<file path="config.mk">
export PLATFORM = sky130hd
export DESIGN_NAME = uart_tx_8n1
export DESIGN_NICKNAME = d
export VERILOG_FILES = /design/src/rtl/uart_pkg.sv /design/src/rtl/uart_baud_tick.sv /design/src/rtl/uart_tx_8n1.sv
export SDC_FILE = /design/constraint.sdc
export NUM_CORES = 1
export LEC_CHECK = 0
export ABC_AREA = 1
export BUFFER_PORTS_ARGS = -buffer_cell sky130_fd_sc_hd__buf_4
export CAP_MARGIN = 20
export CORE_UTILIZATION = 55
export CTS_BUF_LIST = sky130_fd_sc_hd__clkbuf_16
export DETAILED_ROUTE_END_ITERATION = 8
export GPL_ROUTABILITY_DRIVEN = 0
export GPL_TIMING_DRIVEN = 0
export PLACE_DENSITY = 0.76
export RECOVER_POWER = 50
export SLEW_MARGIN = 20
export SYNTH_ARGS = -nofsm -noshare
export SYNTH_HDL_FRONTEND = slang
export SYNTH_HIERARCHICAL = 1
export SYNTH_SLANG_ARGS = --single-unit
</file>
<file path="constraint.sdc">
create_clock -name clk -period 2 [get_ports clk]
set_clock_uncertainty 0.15 [all_clocks]
set_input_delay 0.4 -clock clk [delete_from_list [all_inputs] [get_ports clk]]
set_output_delay 0.4 -clock clk [all_outputs]
set_load 0.01 [all_outputs]
</file>
<file path="src/rtl/uart_pkg.sv">
// Shared types and sizes for the 8N1 UART transmitter.
package uart_pkg;

  typedef enum logic [2:0] {IDLE, START, DATA, PARITY, STOP} uart_tx_state_t;

  localparam int unsigned DATA_BITS      = 8;
  localparam int unsigned FRAME_BITS_8N1 = 10;
  localparam int unsigned BIT_IDX_W      = $clog2(DATA_BITS);

endpackage

</file>
<file path="src/rtl/uart_baud_tick.sv">
// Bit-period timer: tick_o is high on the last clk cycle of each bit period.
// clr_i holds the count at zero so a new frame starts on a period boundary.
module uart_baud_tick #(
  parameter int unsigned CLOCKS_PER_BAUD = 33
) (
  input  logic clk,
  input  logic rst_ni,
  input  logic clr_i,
  output logic tick_o
);

  localparam int unsigned CNT_W = (CLOCKS_PER_BAUD > 1) ? $clog2(CLOCKS_PER_BAUD) : 1;
  localparam logic [CNT_W-1:0] LAST = CNT_W'(CLOCKS_PER_BAUD - 1);

  logic [CNT_W-1:0] cnt_q, cnt_d;
  logic             tick_q;

  always_comb begin
    cnt_d = cnt_q + CNT_W'(1);
    if (clr_i || (cnt_q == LAST)) begin
      cnt_d = '0;
    end
  end

  // tick is registered from the next count so it coincides with cnt_q == LAST
  always_ff @(posedge clk or negedge rst_ni) begin
    if (!rst_ni) begin
      cnt_q  <= '0;
      tick_q <= 1'b0;
    end else begin
      cnt_q  <= cnt_d;
      tick_q <= (cnt_d == LAST);
    end
  end

  assign tick_o = tick_q;

endmodule

</file>
<file path="src/rtl/uart_tx_8n1.sv">
// Byte-wide 8N1 serial transmitter, LSB first, one frame per accepted start_i.
// Define UART_TX_PARITY_EN to insert an even-parity bit between bit 7 and stop.
module uart_tx_8n1
  import uart_pkg::*;
#(
  parameter int unsigned CLOCKS_PER_BAUD = 33
) (
  input  logic                 clk,
  input  logic                 rst_ni,
  input  logic [DATA_BITS-1:0] data_i,
  input  logic                 start_i,
  output logic                 done_o,
  output logic                 tx
);

  localparam logic [BIT_IDX_W-1:0] LAST_BIT = BIT_IDX_W'(DATA_BITS - 1);

  uart_tx_state_t         state_q;
  logic [DATA_BITS-1:0]   shift_q;
  logic [BIT_IDX_W-1:0]   bit_idx_q;
  logic                   tx_q;
  logic                   done_q;
  logic                   baud_clr_c;
  logic                   tick;
`ifdef UART_TX_PARITY_EN
  logic                   parity_q;
`endif

  // Timer is held cleared while idle so the start bit gets a full period
  assign baud_clr_c = (state_q == IDLE);

  uart_baud_tick #(
    .CLOCKS_PER_BAUD(CLOCKS_PER_BAUD)
  ) u_baud (
    .clk   (clk),
    .rst_ni(rst_ni),
    .clr_i (baud_clr_c),
    .tick_o(tick)
  );

  always_ff @(posedge clk or negedge rst_ni) begin
    if (!rst_ni) begin
      state_q   <= IDLE;
      shift_q   <= '0;
      bit_idx_q <= '0;
      tx_q      <= 1'b1;
      done_q    <= 1'b1;
`ifdef UART_TX_PARITY_EN
      parity_q  <= 1'b0;
`endif
    end else begin
      unique case (state_q)
        IDLE: begin
          if (start_i && done_q) begin
            shift_q   <= data_i;
            bit_idx_q <= '0;
            tx_q      <= 1'b0;
            done_q    <= 1'b0;
            state_q   <= START;
`ifdef UART_TX_PARITY_EN
            parity_q  <= ^data_i;
`endif
          end
        end
        START: begin
          if (tick) begin
            tx_q    <= shift_q[0];
            shift_q <= shift_q >> 1;
            state_q <= DATA;
          end
        end
        DATA: begin
          if (tick) begin
            if (bit_idx_q == LAST_BIT) begin
`ifdef UART_TX_PARITY_EN
              tx_q    <= parity_q;
              state_q <= PARITY;
`else
              tx_q    <= 1'b1;
              state_q <= STOP;
`endif
            end else begin
              tx_q      <= shift_q[0];
              shift_q   <= shift_q >> 1;
              bit_idx_q <= bit_idx_q + BIT_IDX_W'(1);
            end
          end
        end
`ifdef UART_TX_PARITY_EN
        PARITY: begin
          if (tick) begin
            tx_q    <= 1'b1;
            state_q <= STOP;
          end
        end
`endif
        STOP: begin
          if (tick) begin
            done_q  <= 1'b1;
            state_q <= IDLE;
          end
        end
        default: begin
          tx_q    <= 1'b1;
          done_q  <= 1'b1;
          state_q <= IDLE;
        end
      endcase
    end
  end

  assign tx     = tx_q;
  assign done_o = done_q;

endmodule

</file>
==> out/metrics.yaml <==
crit_fanout: 6
ys_ff_latch: 23
start_kind: "flip-flop"
setup_tns_ps: 0
drcViolationCount: 0
first_pass_iters: 4
finalCriticalPeriod_ps: 1708
grt_use_total_pct: 25.35
slew_violations: 0
min_to: "shift_q[4]"
coreArea_mm2: 0.002297
pwr_density_cell_mw_per_mm2: 1486
clk_latency_ps: 250
wl_met1_mm: 1.206
port_buffers: 12
top_layer: "met4"
synth_top_area_share_pct: 37.84
start_util_pct: 60.46
status: "completed"
grt_max_degree: 24
nets: 217
ys_types: 23
antenna_found_initial: 0
worstRegToRegCells: 7
ff_latch_area_um2: 578.1
clockBufferDepth: 2
slew_headroom_pct: 61.31
antennaDiodeCount: 0
synthArstFlopShare_pct: 100.0
min_path_type: "in2reg"
synth_nets: 199
rows: 17
dieArea_mm2: 0.002730
tightest_slew_ps: 580.3
yosys_warnings: 6
cts_resized: 0
cts_tree: "done"
dr_wl_met2_mm: 1.511
hold_start: "data_i[4]"
met3_length_um: 113
cts_root_buf: "clkbuf_16"
first_iter_violations: 31
syn_area_mm2: 0.001389
cap_viol_max_count: 0
io_pins: 13
cts_buffers: 3
synthTopCellsByArea: "dfrtp_1, nand2_1, inv_1, dfstp_2, nand3_4"
multi_input_area_um2: 686.9
netlist_instances: 184
end_kind: "flip-flop"
r2r_setup_slack_ps: 290
htreeDepth: 1
die_h_um: 52.25
criticalPathCategory: "reg2reg"
setup_viol_count_final: 0
drive_above_1_share_pct: 19.90
required_ps: 2040
r2r_start: "state_q[1]"
timing.rr.end: "u_baud/tick_o"
routed_wl_mm: 2.851
ant_nets: 0
hpwl_mm: 2.078
synth_common_cells: "nand2_1, dfrtp_1, inv_1"
fin_crit_sh_pct: 85.41
rsz0062_at_grt: "no"
vias: 1227
p_total_mw: 2.367
area_growth_pct: 14.68
grt_pass1_vias: 1193
clock.fmax_ghz: 0.5854
synth.most_common_cell: "nand2_1"
cp_data_arrival_time_ps: 1750
seq_area_frac_synth_pct: 41.62
grt_pass1_wl_mm: 5.064
synth-edff-count: 0
grt_overflow: 0
vdd_ir_drop_max_uv: 912.7
yosysTopAreaCell: "dfrtp_1"
synth_flop_cell: "dfrtp_1"
post_cts_buffers: 0
clkTransAtPathRegs_ps: 60
whs_path_depth: 5
finalHoldViolCount: 0
synth_area_per_cell_um2: 7.548
fillers: 184
fp.dieW_um: 52.25
via_per_inst: 5.358
cts_sinks: 23
routedWlPerCell_um: 12.45
p_leak_nw: 0.8791
[state kept, by name (all words and copies together) (netlist names)]
| signal | flops |
|---|---|
| u_baud/tick_o | 1 |
| bit_idx_q | 3 |
| shift_q | 8 |
| state_q | 3 |
| done_o | 1 |
| u_baud/cnt_q | 6 |
| tx | 1 |
[repair_timing]
action | CTS | global route
endpoints found under the setup margin | 0 | 0
endpoints found under the hold margin | 21 | 0
hold buffers | 1 | 0
[placed cells by master, fill, tap and decap left out]
| cell type | Yosys | layout |
|---|---|---|
| nand2_1 | 75 | 75 |
| dfrtp_1 | 21 | 21 |
| inv_1 | 19 | 20 |
| nor2_1 | 12 | 13 |
| buf_4 | 0 | 11 |
| nand3_1 | 10 | 10 |
| o21ai_1 | 7 | 7 |
| nand2_2 | 6 | 6 |
| inv_2 | 5 | 5 |
| nand4_1 | 4 | 4 |
| ha_1 | 4 | 4 |
| nand3_4 | 3 | 3 |
| clkbuf_16 | 0 | 3 |
| nor2_2 | 2 | 2 |
| nand2_4 | 2 | 2 |
| nand3_2 | 2 | 2 |
| o21ai_0 | 2 | 2 |
| a21oi_1 | 2 | 2 |
| dfstp_2 | 2 | 2 |
| nor2_8 | 1 | 1 |
| buf_8 | 1 | 1 |
| or2_0 | 1 | 1 |
| dlygate4sd3_1 | 0 | 1 |
| clkbuf_2 | 0 | 1 |
| buf_6 | 1 | 1 |
| nor3_1 | 1 | 1 |
[power breakdown]
part           switching [mW]  internal (mW)
Clock                   0.162          0.267
Combinational           0.757          0.425
Sequential              0.131          0.625
Total                    1.05           1.32
[layout make-up]
type | count | area share [%]
Buffer | 2 | 1.650
Clock buffer | 3 | 4.713
Clock inverter | 1 | 0.2357
Inverter | 24 | 5.656
Multi-Input combinational cell | 135 | 43.13
Sequential cell | 23 | 36.29
Tap cell | 28 | 2.200
Timing Repair Buffer | 13 | 6.127
[worst max-delay path by stage]
stage / from / end / slack, ps
2_1_floorplan: bit_idx_q[0] / shift_q[0] / 500
3_3_place_gp: bit_idx_q[0] / shift_q[6] / 390
3_5_place_dp: bit_idx_q[0] / bit_idx_q[2] / 350
4_1_cts: bit_idx_q[0] / shift_q[3] / 330
5_1_grt: state_q[1] / u_baud/tick_o / 150
6_report: state_q[1] / u_baud/tick_o / 290
[critical path, stage by stage, from the launching register on]
cell     delay [ps]
dfrtp_1         450
nor2_1          370
inv_2            80
nor2_1          170
inv_1           100
nand3_1         120
nand3_1         100
nor2_1          100
[metal layers]
layer,track usage (%),vias to the layer above
met5,0,-
met2,48.08,34
met4,5.263,0
met1,29.52,583
met3,4.348,4
li1,-,606
[through the flow]
step	instance area [µm²]	setup WS (ps)	utilization, %	hold slack [ps]	std cells
finish	1593	291.9	69.34	285.1	229
global placement	1514	389.4	65.90	158.3	224
floorplan	1389	499.6	-	-45.59	184
detailed placement	1514	346.8	65.90	164.4	224
global route	1593	152.8	69.34	307.8	229
CTS	1603	327.0	69.77	285.6	229
[cell families after synthesis]
logic type / Yosys count / synth area share [%]
and+or+nand+nor: 120 / 42.43
adders and majority gates: 4 / 3.604
AOI/OAI and AO/OA: 11 / 3.964
buffers and inverters: 26 / 8.378
DFF: 23 / 41.62
Note: power is estimated with default switching activity, not from simulation.
